### src/rtl/microsequencer.sv
// Microprogram sequencer: owns the uPC, addresses a combinational control
// ROM, splits each microword into branch select/target and control field,
// and runs a start/busy/done handshake with a sticky out-of-range flag.
module microsequencer #(
   parameter int AW    = 5,
   parameter int CW    = 15,
   parameter int SW    = 3,
   parameter int DEPTH = 18
) (
   input  logic                  clk,
   input  logic                  reset,
   input  logic                  start,
   input  logic [(2**SW)-2:0]    cond,
   input  logic [SW+AW+CW-1:0]   data,
   output logic [AW-1:0]         addr,
   output logic [CW-1:0]         ctrl,
   output logic                  busy,
   output logic                  done,
   output logic                  err,
   output logic [7:0]            cycles
);

   // Legal-range limit at the widened next-address width, so uPC+1 from the
   // top address shows up as out of range instead of wrapping to 0.
   localparam logic [AW:0] LIMIT = (AW+1)'(DEPTH);

   typedef enum logic [1:0] {
      IDLE = 2'd0,
      RUN  = 2'd1,
      DONE = 2'd2
   } state_t;

   state_t          state, state_nx;
   logic [AW-1:0]   upc, upc_nx;
   logic            err_flag, err_nx;
   logic [7:0]      cnt, cnt_nx;

   logic [SW-1:0]   sel;
   logic [AW-1:0]   baddr;
   logic [2**SW-1:0] cond_ext;
   logic            taken;
   logic [AW:0]     upc_inc;
   logic [AW:0]     target;
   logic            out_of_range;
   logic            halt;
   logic [7:0]      cnt_sat;

   assign sel   = data[CW+AW +: SW];
   assign baddr = data[CW +: AW];

   // Bit 0 is a constant 1 so that sel==0 selects an unconditional jump and
   // sel==k selects cond[k-1] without any subtraction.
   assign cond_ext     = {cond, 1'b1};
   assign taken        = cond_ext[sel];
   assign upc_inc      = {1'b0, upc} + (AW+1)'(1);
   assign target       = taken ? {1'b0, baddr} : upc_inc;
   assign out_of_range = (target >= LIMIT);
   assign halt         = (target == {1'b0, upc});
   assign cnt_sat      = (cnt == 8'hFF) ? cnt : cnt + 8'd1;

   // State, uPC, error flag and cycle counter registers.
   always_ff @(posedge clk or posedge reset) begin
      if (reset) begin
         state    <= IDLE;
         upc      <= '0;
         err_flag <= 1'b0;
         cnt      <= 8'd0;
      end else begin
         state    <= state_nx;
         upc      <= upc_nx;
         err_flag <= err_nx;
         cnt      <= cnt_nx;
      end
   end

   // Next-state and next-uPC selection; range error beats halt beats advance.
   always_comb begin
      state_nx = state;
      upc_nx   = upc;
      err_nx   = err_flag;
      cnt_nx   = cnt;
      case (state)
         IDLE, DONE: begin
            if (state == IDLE) begin
               upc_nx = '0;
            end
            if (start) begin
               state_nx = RUN;
               upc_nx   = '0;
               err_nx   = 1'b0;
               cnt_nx   = 8'd0;
            end
         end
         RUN: begin
            cnt_nx = cnt_sat;
            if (out_of_range) begin
               state_nx = IDLE;
               err_nx   = 1'b1;
               upc_nx   = '0;
            end else if (halt) begin
               state_nx = DONE;
            end else begin
               upc_nx = target[AW-1:0];
            end
         end
         default: begin
            state_nx = IDLE;
            upc_nx   = '0;
         end
      endcase
   end

   // Handshake and control-field outputs decoded from the current state.
   always_comb begin
      ctrl = '0;
      busy = 1'b0;
      done = 1'b0;
      case (state)
         RUN: begin
            ctrl = data[CW-1:0];
            busy = 1'b1;
         end
         DONE: begin
            done = 1'b1;
         end
         default: begin
            ctrl = '0;
         end
      endcase
   end

   assign addr   = upc;
   assign err    = err_flag;
   assign cycles = cnt;

endmodule

### config.mk
export PLATFORM = sky130hd
export DESIGN_NAME = microsequencer
export DESIGN_NICKNAME = d
export VERILOG_FILES = /design/src/rtl/microsequencer.sv
export SDC_FILE = /design/constraint.sdc
export NUM_CORES = 1
export LEC_CHECK = 0
export ABC_AREA = 1
export CORE_AREA = 2 2 59 61
export CTS_BUF_LIST = sky130_fd_sc_hd__clkbuf_8 sky130_fd_sc_hd__clkbuf_16
export CTS_CLUSTER_SIZE = 40
export DETAILED_ROUTE_END_ITERATION = 12
export DIE_AREA = 0 0 61 63
export GPL_ROUTABILITY_DRIVEN = 0
export PLACE_DENSITY = 0.88
export SLEW_MARGIN = 10
export SYNTH_ARGS = -nofsm -noshare
export SYNTH_HDL_FRONTEND = slang
export SYNTH_SLANG_ARGS = --single-unit
### constraint.sdc
create_clock -name clk -period 3.2 [get_ports clk]
set_input_delay 0.8 -clock clk [delete_from_list [all_inputs] [get_ports clk]]
set_output_delay 0.8 -clock clk [all_outputs]
set_load 0.02 [all_outputs]
==> key figures <==
Yosys
  – Ys Warns: 0
  – Sequential area share after synthesis: 0.285
  – Syn Nets: 254
  – Number of synthesized flops with an enable pin: 0
  – Synth Area per Inst: 6.42 µm²
  – FF+latch count, synth: 16
  – Synth unique cells: 28
  – Post-Synthesis Cells: 219
  – Post-synthesis cell area: 1410 µm²
  – Dominant synthesized flop cell: dfrtp_1
  – Synth async-reset ratio: 1.00

Run
  – Max capacitance violation total: 0

Worst setup path
  – Arr. time, crit path: 2.04 ns
  – Crit Path Category: in -> out
  – Critical Path Start Type: input pin
  – Crit path max fanout: 1
  – Crit end category: primary output
  – Worst Path Required: 2.40 ns

Power and ir drop
  – Cell Int Power: 748 µW
  – Part of the power in registers: 0.241
  – PD cells: 666 nW/µm²
  – VDD IR max: 0.000300 V
  – Clock Power Share: 0.105
  – Combinational fraction of design power: 0.655
  – Net Sw Frac: 0.473
  – Switch Pwr: 672 µW
  – Static Leak: 1.08 nW

Die
  – CORE AREA: 3230 µm²
  – Die area: 3840 µm²
  – Die height: 63 µm
  – Initial Utilization: 0.435
  – Die width: 61 µm
  – Row count: 21
  – Number of I/O pins: 64

Place
  – Final HPWL DP: 2750 µm
  – Post-placement cell count: 327
  – Port Buf Inserts: 63

Routing
  – Post-DRT Antenna Nets: 0
  – Remaining DRCs: 0
  – 1st-iter DRT viols: 62
  – Routed len/inst: 10.4 µm
  – Pre-antenna DRT Iters: 4
  – Vias per Instance: 4.76
  – Total vias in the final route: 1570
  – WL final: 3440 µm

Timing
  – Slew @ Worst Pin: 0.595 ns
  – Hold_ws: 0.504 ns
  – Fmax achieved: 0.352 GHz
  – Final cycle utilization of the critical path: 0.887
  – Slew margin rel.: 0.603
  – Fin. Hold Viols: 0
  – Layout Skew: 0.00449 ns
  – Fin Setup TNS: 0 ns
  – Slew Viols, Final: 0
  – # setup viols final: 0
  – RSZ-0062 raised after global routing: no
  – Final min period: 2.84 ns

Final layout
  – ANT cells: 0
  – Area grow syn2layout: 51.8%
  – Layout cells sized above 1: 0.0915
  – Commonest non-fill, non-tap cell in the layout: clkdlybuf4s50_1
  – Most frequent cells in the layout: clkdlybuf4s50_1 (63), nand2_1 (55), inv_1 (48)
  – Nets@finish: 321
  – Non-Filler Instances: 330
  – Final core occ: 0.660

Global route
  – Vias in the first global route: 1504
  – Gr ovfl total: 0
  – Initial antenna violation count: 0
  – GRT Overall Usage: 0.193
  – Pin count of the biggest net entering global routing: 17
  – First-pass GRT wire length: 6010 µm

Clock tree
  – Clock Latency Late Sink: 0.25 ns
  – CTS-repair resized insts: 0
  – Post-CTS Setup Bufs: 0
  – Number of CTS-inserted buffers: 3
  – CTS H-tree lvls: 1
  – Root Buffer Master: clkbuf_8
  – CTS max path bufs: 2
  – Hold Buf Count CTS: 0
  – CTS tree: built
  – CTS Sinks: 16
  – Clk pin slew, worst setup/hold paths: 0.06 ns

Status
  – Status: finished, final reports clean

Min path
  – Min-Delay Path Class: reg -> reg
## layer usage
metal / vias up / global-route usage / share of wire
met2: 50 / 0.317 / 0.49
met5: - / 0 / 0
li1: 811 / - / -
met4: 0 / 0.0489 / 0.0079
met1: 705 / 0.263 / 0.46
met3: 4 / 0.0207 / 0.042
## area by class of cell
type | count | area, µm²
Inverter | 53 | 200
Timing Repair Buffer | 64 | 638
Multi-Input combinational cell | 148 | 796
Sequential cell | 16 | 400
Clock buffer | 3 | 41.3
Fill cell | 273 | 1100
Tap cell | 46 | 57.6
## kinds of logic (layout without fill, tap and decap cells)
| kind of cell | Yosys count | count (layout) | synth area share |
|---|---|---|---|
| xor gates and xnor gates | 1 | 1 | 0.00623 |
| DFF | 16 | 16 | 0.285 |
| adders and majority gates | 2 | 2 | 0.0178 |
| and+or+nand+nor | 128 | 128 | 0.464 |
| AOI/OAI and AO/OA | 17 | 17 | 0.0784 |
| buffers and inverters | 55 | 120 | 0.149 |
## flip-flops by register name, summed over array words and instances, names as in the netlist
signal and flops:
addr 5, cycles 8, state 2, err 1
## power by group through the flow
stage / registers, mW / logic [mW] / clock network (mW)
global route: 0.352 / 1.01 / 0.159
finish: 0.342 / 0.929 / 0.149
CTS: 0.342 / 0.933 / 0.149
global placement: 0.344 / 0.909 / 0
detailed placement: 0.345 / 0.926 / 0
floorplan: 0.378 / 0.517 / 0
## cell usage after synthesis (2+ instances only)
cell | count | area share
nand3_4 | 3 | 0.037
inv_2 | 3 | 0.0080
nand2_4 | 6 | 0.048
nor2_1 | 23 | 0.061
o21ai_1 | 2 | 0.0071
nor2_2 | 2 | 0.0089
nand2_1 | 55 | 0.15
inv_1 | 48 | 0.13
ha_1 | 2 | 0.018
nand2_2 | 2 | 0.0089
nand3_2 | 4 | 0.028
nand3_1 | 27 | 0.096
o21ai_0 | 5 | 0.018
o31ai_1 | 2 | 0.011
nand4_1 | 3 | 0.013
dfrtp_1 | 16 | 0.28
nand3b_1 | 2 | 0.011
a21oi_1 | 4 | 0.014
## final timing paths
check                                           start  depth (start not counted)                    end  slack (ns)
max in group asynchronous                       reset                          2    addr[3]$_DFFE_PP0P_        1.89
worst max register to register  cycles[0]$_DFFE_PP0P_                         10  cycles[7]$_DFFE_PP0P_        1.23
worst min-delay path            cycles[7]$_DFFE_PP0P_                          1  cycles[7]$_DFFE_PP0P_        0.50
worst min register to register  cycles[7]$_DFFE_PP0P_                          1  cycles[7]$_DFFE_PP0P_        0.50
worst max-delay path                         data[12]                          4               ctrl[12]        0.36
min in group asynchronous                       reset                          2  cycles[3]$_DFFE_PP0P_        0.92
## per-stage QoR
stage	total power [mW]	area, µm²	setup WS [ns]
after floorplan	0.895	1410	0.892
after global placement	1.25	2090	0.401
after detailed placement	1.27	2090	0.360
after CTS	1.42	2130	0.356
after global routing	1.53	2130	0.296
final	1.42	2130	0.362
## worst max-delay path: stages
cell and delay (ns):
clkdlybuf4s50_1 0.45, inv_1 0.04, nor2_1 0.13, clkdlybuf4s50_1 0.62
Note: power is estimated with default switching activity, not from simulation.
